$ cat src/rtl/iob_wb_master_bridge.sv
// rtl/iob_wb_master_bridge.sv - iob native request bus to single Wishbone classic master cycles
module iob_wb_master_bridge #(
    parameter int ADDR_W    = 12,
    parameter int DATA_W    = 32,
    parameter int TIMEOUT_W = 8,
    parameter int TIMEOUT   = 255
) (
    input  logic                clk_i,
    input  logic                arst_i,
    input  logic                valid,
    input  logic [ADDR_W-1:0]   address,
    input  logic [DATA_W-1:0]   wdata,
    input  logic [DATA_W/8-1:0] wstrb,
    output logic [DATA_W-1:0]   rdata,
    output logic                ready,
    output logic                busy_o,
    output logic                err_o,
    output logic                tout_o,
    input  logic                stat_clr_i,
    output logic [ADDR_W-1:0]   wb_adr_o,
    output logic [DATA_W-1:0]   wb_dat_o,
    output logic [DATA_W/8-1:0] wb_sel_o,
    output logic                wb_we_o,
    output logic                wb_cyc_o,
    output logic                wb_stb_o,
    input  logic [DATA_W-1:0]   wb_dat_i,
    input  logic                wb_ack_i,
    input  logic                wb_err_i
);

    typedef enum logic [1:0] {S_IDLE, S_BUS, S_RESP} state_t;

    localparam int                   TO_LAST_I = (TIMEOUT == 0) ? 0 : TIMEOUT - 1;
    localparam logic [TIMEOUT_W-1:0] TO_LAST   = TO_LAST_I[TIMEOUT_W-1:0];

    state_t                r_state;
    logic [TIMEOUT_W-1:0]  r_cnt;
    logic [DATA_W-1:0]     r_rdata;
    logic                  r_ready;
    logic                  r_busy;
    logic                  r_err;
    logic                  r_tout;
    logic [ADDR_W-1:0]     r_adr;
    logic [DATA_W-1:0]     r_dat;
    logic [DATA_W/8-1:0]   r_sel;
    logic                  r_we;
    logic                  r_cyc;

    logic                  w_tout_hit;
    logic                  w_done;

    assign w_tout_hit = (TIMEOUT != 0) && (r_cnt == TO_LAST);
    assign w_done     = wb_ack_i || wb_err_i || w_tout_hit;

    always_ff @(posedge clk_i or posedge arst_i) begin
        if (arst_i) begin
            r_state <= S_IDLE;
            r_cnt   <= '0;
            r_rdata <= '0;
            r_ready <= 1'b0;
            r_busy  <= 1'b0;
            r_err   <= 1'b0;
            r_tout  <= 1'b0;
            r_adr   <= '0;
            r_dat   <= '0;
            r_sel   <= '0;
            r_we    <= 1'b0;
            r_cyc   <= 1'b0;
        end else begin
            // Clear first so a status event in the same cycle overrides it
            if (stat_clr_i) begin
                r_err  <= 1'b0;
                r_tout <= 1'b0;
            end
            case (r_state)
                S_IDLE: begin
                    if (valid) begin
                        r_adr   <= address;
                        r_dat   <= wdata;
                        r_we    <= |wstrb;
                        r_sel   <= (|wstrb) ? wstrb : '1;
                        r_cyc   <= 1'b1;
                        r_busy  <= 1'b1;
                        r_cnt   <= '0;
                        r_state <= S_BUS;
                    end
                end
                S_BUS: begin
                    if (w_done) begin
                        r_cyc   <= 1'b0;
                        r_ready <= 1'b1;
                        r_state <= S_RESP;
                    end
                    // Ack outranks err, both outrank the timeout
                    if (wb_ack_i) begin
                        r_rdata <= r_we ? '0 : wb_dat_i;
                    end else if (wb_err_i) begin
                        r_rdata <= '0;
                        r_err   <= 1'b1;
                    end else if (w_tout_hit) begin
                        r_rdata <= '0;
                        r_tout  <= 1'b1;
                    end else if (r_cnt != '1) begin
                        r_cnt <= r_cnt + 1'b1;
                    end
                end
                S_RESP: begin
                    r_ready <= 1'b0;
                    r_busy  <= 1'b0;
                    r_state <= S_IDLE;
                end
                default: r_state <= S_IDLE;
            endcase
        end
    end

    assign rdata    = r_rdata;
    assign ready    = r_ready;
    assign busy_o   = r_busy;
    assign err_o    = r_err;
    assign tout_o   = r_tout;
    assign wb_adr_o = r_adr;
    assign wb_dat_o = r_dat;
    assign wb_sel_o = r_sel;
    assign wb_we_o  = r_we;
    assign wb_cyc_o = r_cyc;
    assign wb_stb_o = r_cyc;

endmodule

$ cat config.mk
export PLATFORM = sky130hd
export DESIGN_NAME = iob_wb_master_bridge
export DESIGN_NICKNAME = d
export VERILOG_FILES = /design/src/rtl/iob_wb_master_bridge.sv
export SDC_FILE = /design/constraint.sdc
export NUM_CORES = 1
export LEC_CHECK = 0
export CORE_ASPECT_RATIO = 2
export CORE_MARGIN = 4
export CORE_UTILIZATION = 55
export CTS_BUF_LIST = sky130_fd_sc_hd__clkbuf_4 sky130_fd_sc_hd__clkbuf_8
export DETAILED_ROUTE_END_ITERATION = 7
export DONT_BUFFER_PORTS = 1
export PLACE_DENSITY = 0.73
export REMOVE_ABC_BUFFERS = 1
export SETUP_SLACK_MARGIN = 0.05
export SYNTH_ARGS = -nofsm -noshare
export SYNTH_HDL_FRONTEND = slang
export SYNTH_SLANG_ARGS = --single-unit
$ cat constraint.sdc
create_clock -name clk_i -period 3.3 [get_ports clk_i]
set_input_delay 0.66 -clock clk_i [delete_from_list [all_inputs] [get_ports clk_i]]
set_output_delay 0.66 -clock clk_i [all_outputs]
set_load 0.03 [all_outputs]
==> After elaboration in Yosys (flattened, before gate mapping) <==
Index checks and enable logic that the tools add are counted.
{ "totals": {"reg_bits": 96, "out_inout_bits": 87, "word_cells": 67} }
{ "classes": {"add_sub_neg": 1, "eq_ne": 10, "n_mux": 29, "reduce_logical": 15} }
{ "op_table": {"columns": ["operator", "n"], "rows": [
  ["$mux W32", 4],
  ["$mux W8", 5],
  ["$pmux W8 S2", 1],
  ["$mux W1", 12],
  ["$ne A2 B2 Y1 const B", 6],
  ["$reduce_and A2 Y1", 5],
  ["$add A8 B1 Y8 const B", 1],
  ["$eq A8 B8 Y1 const B", 1],
  ["$ne A8 B8 Y1 const B", 1],
  ["$pmux W1 S2", 3],
  ["$reduce_and A6 Y1", 1],
  ["$reduce_bool A2 Y1", 3],
  ["$mux W2", 2],
  ["$mux W4", 1],
  ["$pmux W2 S2", 1],
  ["$reduce_or A4 Y1", 1],
  ["$reduce_and A3 Y1", 1],
  ["$reduce_bool A3 Y1", 1],
  ["$eq A2 B1 Y1 const B", 1],
  ["$eq A2 B2 Y1 const B", 1],
  ["$logic_not A2 Y1", 1],
  ["$logic_or A1 B1 Y1", 2]
]} }

==> Logic depth before layout (Yosys ltp) <==
Gate-level depths: netlist of run 1.
{ "depth": {"depth_word": 6, "ltp_mapped": 7, "ltp_nobuf": 6} }

==> Least setup slack after synthesis of run 1 <==
No wires, ideal clock.
{ "synth_path": {"path_kind": "input to register", "start": "input wb_ack_i", "end": "register r_cnt[1]", "setup_time_ps": 125, "arrival_time_ps": 2036, "t_required_ps": 3175, "path_slack_ps": 1139, "stages": 6, "path_buffers": 2, "cell_sequence": "buf_6 or4b_4 a21oi_4 or2_1 buf_6 mux2_4"} }
{ "synth_via": {"elab_chain_cells": 2} }
{ "synth_lines": {"columns": ["item", "line_no", "rtl"], "rows": [
  ["from (decl)", "27", "input logic wb_ack_i,"],
  ["$ne A2 B2 Y1 (no line)", null, null],
  ["$reduce_and A6 Y1 (no line)", null, null],
  ["to (signal assigned)", "104", "r_cnt <= r_cnt + 1'b1;"],
  ["to (decl)", "37", "logic [TIMEOUT_W-1:0] r_cnt;"]
]} }
No other way between the ends.
A chain may end at the register's enable or synchronous reset.

==> Worst setup path after layout of run 1 <==
{ "layout_path": {"start": "register r_state[1]", "end": "register r_cnt[1]"} }
{ "layout_via": {"elab_chain_cells": 3, "elab_cells_between_ends": 10, "cone_classes": "6 x eq/ne; 1 x mux; 3 x reduce/logical"} }
{ "layout_lines": {"columns": ["item", "line_no", "rtl"], "rows": [
  ["from (decl)", "36", "state_t r_state;"],
  ["from (signal assigned)", "57", "r_state <= S_IDLE;"],
  ["from (signal assigned)", "85", "r_state <= S_BUS;"],
  ["from (signal assigned)", "92", "r_state <= S_RESP;"],
  ["$eq A2 B1 Y1 / $logic_not A2 Y1 (equally long branches)", "75", "case (r_state)"],
  ["$ne A2 B2 Y1 (no line) / $reduce_bool A2 Y1 (equally long branches)", null, null],
  ["$reduce_and A6 Y1 (no line)", null, null]
]} }
Parallel ways exist; a longest one is shown, timed or not.

==> flow_summary.ini, run 1 <==
[status]
status = complete, no violations

[route]
routed.top_layer = met4
vias_per_cell = 5.915
vias = 2514
drt_iter0_drc = 253
detail_route.wl_per_cell_um = 20.36
ant_nets = 0
firstDrtPassIters = 4
dr_wl_met2_mm = 4.642
wl_met1_mm = 2.989
wl_met3_um = 746
totalWireLength_mm = 8.652
drc_errors = 0

[logic_synthesis]
synth.cell_area_sq_mm = 0.004008
synth_edf_count = 0
ys_types = 35
synthArstFlopShare_pct = 100.0
synthFlopType = dfrtp_1
synth_most_common_cell = dfrtp_1
synth_warnings = 0
synth_seq_cells = 96
ys_seq_area_share_pct = 59.94
avgSynthCellArea_sq_um = 12.03
synth.largest_area_cell = dfrtp_1
syn_inst = 333
synth_top_area_share_pct = 59.94
synth_area_leaders = dfrtp_1, mux2_2, nand4b_1
synth_common_cells = dfrtp_1, mux2_2, inv_1, o21ai_0, nand4b_1

[global_routing]
grt_pass1_wl_mm = 13.33
overflow = 0
antenna_found_initial = 0
grt_pass1_vias = 2663
grt_max_degree = 55
groute.usage.overall_pct = 20.47

[floorplanning]
start_util_pct = 57.30
dieWidth_um = 68.36
core-area_sq_mm = 0.006994
num_rows = 43
die-area_sq_mm = 0.008799
die_h_um = 128.7
io-pin-count = 173

[cells_and_area]
n_antenna_cell = 0
final_nets = 418
fin_area_sq_mm = 0.004283
fillers = 548
drive_gt1_share_pct = 22.39
area_growth_pct = 6.869
instances_no_fill = 425

[job]
drv_cap = 0

[placed_design]
postPlaceCellArea_sq_mm = 0.004076
dp.cells = 409
hpwlAfterDp_mm = 6.303
gp_congestion = 0.8881
io_buffers = 0

[setup_path]
cp_slowest_cell = or4b_4
critical_path_buf_inv_count = 0
cp-end-kind = flip-flop
cp_cell_sequence = or4b_4 -> a21oi_4 -> or2_1 -> mux2_4
critPathKind = flip-flop to flip-flop
arrival_ns = 2.26
cp_slowest_stage_delay_ns = 0.57
required_ns = 3.54
start_kind = flip-flop
crit_family = simple AND/OR/NAND/NOR gates
cp_max_fo = 8

[clock_tree]
cts_resized = 0
cts_buffers = 9
cts_root_buffer = clkbuf_8
clk_pin_slew_ns = 0.09
hold_buffers = 0
cts_max_path_buffers = 2
cts_tree = built
h-tree-depth = 3
postCtsSetupBuffers = 0
cts_sinks = 96
clkLatencyLatePin_ns = 0.35

[timing]
report.final.slew_viol_count = 0
slew_headroom_pct = 49.54
grt_setup_unrepaired = no
setup-tns-final_ns = 0
hold_viol = 0
skew_ns = 0.01132
max_freq_mhz = 495.9
max_slew.worst_pin.slew_ns = 0.7570
setup_viol = 0
fin_crit_ns = 2.017
period_share_pct = 61.11

[power_and_ir_drop]
ir_drop_v = 0.0004728
powerDensity_mw_per_mm2 = 813.9
power.leakage_nw = 1.811

[hold_path]
hp-class = primary input to async pin
[final cells by class]
cell class / instances / area (sq um) / share of cell area (%)
Tap cell: 90 / 112.6 / 2.629
Sequential cell: 96 / 2402 / 56.09
Inverter: 38 / 145.1 / 3.389
Clock inverter: 3 / 40.04 / 0.9349
Clock buffer: 13 / 166.4 / 3.885
Multi-Input combinational cell: 178 / 1364 / 31.84
Timing Repair Buffer: 7 / 52.55 / 1.227
[logic make-up (layout without fill, tap and decap cells)]
group,after synthesis,in the layout,synth area share (%)
AND/OR/NAND/NOR,69,69,11.49
AO/OA/AOI/OAI,62,62,8.992
multiplexers,45,45,12.74
adder cells (fa/ha/maj),2,2,0.6243
buffers and inverters,59,61,6.213
flip-flops,96,96,59.94
[final timing paths]
| check | end | cells past startpoint | start | slack, ns |
|---|---|---|---|---|
| worst max register to register | r_cnt[1]$_DFFE_PP0P_ | 4 | r_state[1]$_DFFE_PP0P_ | 1.28 |
| min in group clk_i | err_o$_DFF_PP0_ | 1 | stat_clr_i | 0.40 |
| max in group asynchronous | wb_sel_o[3]$_DFFE_PP0P_ | 2 | arst_i | 2.27 |
| worst max-delay path | r_cnt[1]$_DFFE_PP0P_ | 4 | r_state[1]$_DFFE_PP0P_ | 1.28 |
| worst min-delay path | rdata[15]$_DFFE_PP0P_ | 1 | arst_i | 0.27 |
| worst min register to register | r_cnt[7]$_DFFE_PP0P_ | 1 | r_cnt[7]$_DFFE_PP0P_ | 0.52 |
[flip-flops by register name (all words and copies together), names as in the netlist]
| register | cells |
|---|---|
| r_cnt | 8 |
| ready | 1 |
| err_o | 1 |
| wb_dat_o | 32 |
| wb_cyc_o | 1 |
| wb_sel_o | 4 |
| tout_o | 1 |
| busy_o | 1 |
| r_state | 2 |
| rdata | 32 |
| wb_we_o | 1 |
| wb_adr_o | 12 |
[layer usage]
layer / global-route usage [%] / vias up
met3: 6.812 / 18
li1: - / 1150
met4: 10.08 / 0
met1: 22.05 / 1222
met2: 34.76 / 124
met5: 0 / -
[cells in the final DEF (no fill, tap or decap), types with 2 or more instances in the layout]
master and n:
dfrtp_1 96, mux2_2 44, inv_1 37, o21ai_0 34
nand4b_1 32, nor2_1 14, a21oi_1 12, clkbuf_8 11
nand2_1 7, buf_4 7, a31oi_1 5, nor3_1 4
nand3_1 2, a41oi_1 2, and3_1 2, o21a_1 2
ha_1 2, clkbuf_4 2, clkinv_2 2
[worst reg2reg max path, cell delays in order, from the launching register on]
cell	delay, ns
dfrtp_1	0.46
or4b_4	0.57
a21oi_4	0.23
or2_1	0.32
mux2_4	0.33
[where the power goes]
group | total (mW) | switching, mW | internal [mW]
registers | 2.23 | 0.781 | 1.45
logic | 0.486 | 0.232 | 0.254
clock network | 0.772 | 0.366 | 0.407
total | 3.49 | 1.38 | 2.11
[metrics by stage]
stage | utilization (%) | power (mW) | hold slack, ns | setup slack [ns]
after floorplan | - | 2.583 | 0.4672 | -2.096
after global placement | 58.28 | 2.723 | 0.5078 | 1.136
after detailed placement | 58.28 | 2.749 | 0.5068 | 1.107
after CTS | 61.23 | 3.530 | 0.2757 | 1.302
after global routing | 61.23 | 3.650 | 0.3185 | 1.221
final | 61.23 | 3.486 | 0.2713 | 1.283
Note: power is estimated with default switching activity, not from simulation.
==> inputs of run 2 (changes only) <==
- PLACE_DENSITY: 0.73 -> 0.7
- clock period: 3.3 -> 1.9 ns (I/O delays scaled with it)
==> flow_summary.ini, run 2 (synthesis gave the netlist of run 1 again) <==
[status]
status = complete, no violations

[placed_design]
dp.cells = 415
hpwlAfterDp_mm = 6.299
gp_congestion = 0.8422
io_buffers = 0

[cells_and_area]
area_growth_pct = 9.054
fillers = 564
register_area_sq_mm = 0.002402
final_cell_mix = dfrtp_1, mux2_2, inv_1
n_antenna_cell = 0
instances_no_fill = 432
drive_gt1_share_pct = 23.68
final_common_cell = dfrtp_1
final_nets = 425
multi_input_area_sq_mm = 0.001364

[global_routing]
grt_use_met1_pct = 22.79
grt_pass1_vias = 2634
overflow = 0
grt_max_degree = 46
groute.usage.overall_pct = 20.71
grt_use_met2_pct = 34.47
antenna_found_initial = 0
grt_pass1_wl_mm = 13.42
grt_use_met3_pct = 8.122
grt.busiest_layer = met2

[clock_tree]
hold_buffers = 1
postCtsSetupBuffers = 0
cts_tree = built
cts_root_buffer = clkbuf_8
clkLatencyLatePin_ns = 0.36
h-tree-depth = 3
clk_pin_slew_ns = 0.09
cts_resized = 0
cts_sinks = 96
cts_buffers = 9
cts_max_path_buffers = 2

[setup_path]
cp_max_fo = 6
cp-end-kind = flip-flop
critPathKind = flip-flop to flip-flop
start_kind = flip-flop
required_ns = 2.15
timing.rr.start = r_state[1]$_DFFE_PP0P_
arrival_ns = 1.94
r2r_slack_ns = 0.21
crit_start = r_state[1]$_DFFE_PP0P_

[power_and_ir_drop]
p_int_mw = 3.652
p_switching_mw = 2.452
switching_share_pct = 40.17
power.leakage_nw = 1.851
ir_drop_v = 0.0008865
combPwrFrac_pct = 14.9
powerDensity_mw_per_mm2 = 1397
pwr-share-seq_pct = 63.2
p_clk_share_pct = 21.8

[route]
totalWireLength_mm = 8.701
drc_errors = 0
ant_nets = 0
vias = 2547
detail_route.wl_per_cell_um = 20.14
drt_iter0_drc = 193
firstDrtPassIters = 4
vias_per_cell = 5.896

[timing]
slew_headroom_pct = 60.58
report.final.slew_viol_count = 0
grt_setup_unrepaired = no
setup_viol = 0
period_share_pct = 88.91
max_slew.worst_pin.slew_ns = 0.5913
max_freq_mhz = 591.9
fin_crit_ns = 1.689
holdWs_ns = 0.1071
skew_ns = 0.007811
hold_viol = 0

[floorplanning]
dieWidth_um = 68.36
core-area_sq_mm = 0.006994
num_rows = 43
io-pin-count = 173
start_util_pct = 57.30
die-area_sq_mm = 0.008799
die_h_um = 128.7

[hold_path]
hp-class = primary input to flip-flop
min-delay-start = stat_clr_i

[job]
drv_cap = 0
## run 2: cell types whose count changed in the layout (fill, tap and decap cells not counted)
cell / delta
buf_12: +3
buf_4: +3
clkbuf_4: -1
clkbuf_8: -1
clkinv_4: +1
clkinvlp_4: +1
dlygate4sd3_1: +1
## run 2: worst paths after layout
kind,end,cells past startpoint
min,tout_o$_DFF_PP0_,1
min reg2reg,wb_we_o$_DFFE_PP0P_,2
max,r_cnt[1]$_DFFE_PP0P_,4
max reg2reg,r_cnt[1]$_DFFE_PP0P_,4
min in group asynchronous,rdata[18]$_DFFE_PP0P_,2
max in group asynchronous,wb_adr_o[1]$_DFFE_PP0P_,3
## run 2: power by group through the flow
stage | sequential (mW) | clock [mW] | combinational, mW
after floorplan | 3.77 | 0 | 0.713
after global placement | 3.90 | 0 | 0.879
after detailed placement | 3.91 | 0 | 0.928
after CTS | 3.88 | 1.38 | 0.924
after global routing | 3.93 | 1.46 | 1.01
final | 3.86 | 1.33 | 0.911
## run 2: stage by stage
step	cell area (sq um)	worst slack (ns)	total power, mW	setup TNS, ns	util, %
after floorplan	3901	-3.312	4.486	-276.36	-
after global placement	4159	0.2362	4.784	0	59.46
after detailed placement	4159	0.2140	4.835	0	59.46
after CTS	4370	0.1997	6.186	0	62.49
after global routing	4370	0.1252	6.403	0	62.49
final	4370	0.2106	6.105	0	62.49
## run 2: critical path, stage by stage, from the launching register on
cell and delay [ns]:
dfrtp_1 0.45, or4b_4 0.56, a21oi_4 0.12, or2_1 0.15, mux2_4 0.30
## run 2: final cells by class
| type | instances | area share [%] |
|---|---|---|
| inverter | 38 | 3.321 |
| multi-input combinational | 178 | 31.21 |
| sequential | 96 | 54.97 |
| clock buffer | 11 | 3.321 |
| tap | 90 | 2.577 |
| clock inverter | 5 | 1.288 |
| timing repair buffer | 14 | 3.321 |
## run 2: layer usage
metal | part of all wire (%) | routed length (um) | up-vias
met3 | 10 | 871 | 12
met4 | 2.1 | 182 | 0
met1 | 35 | 3052 | 1248
met5 | 0 | 0 | -
met2 | 53 | 4594 | 118
li1 | - | - | 1169
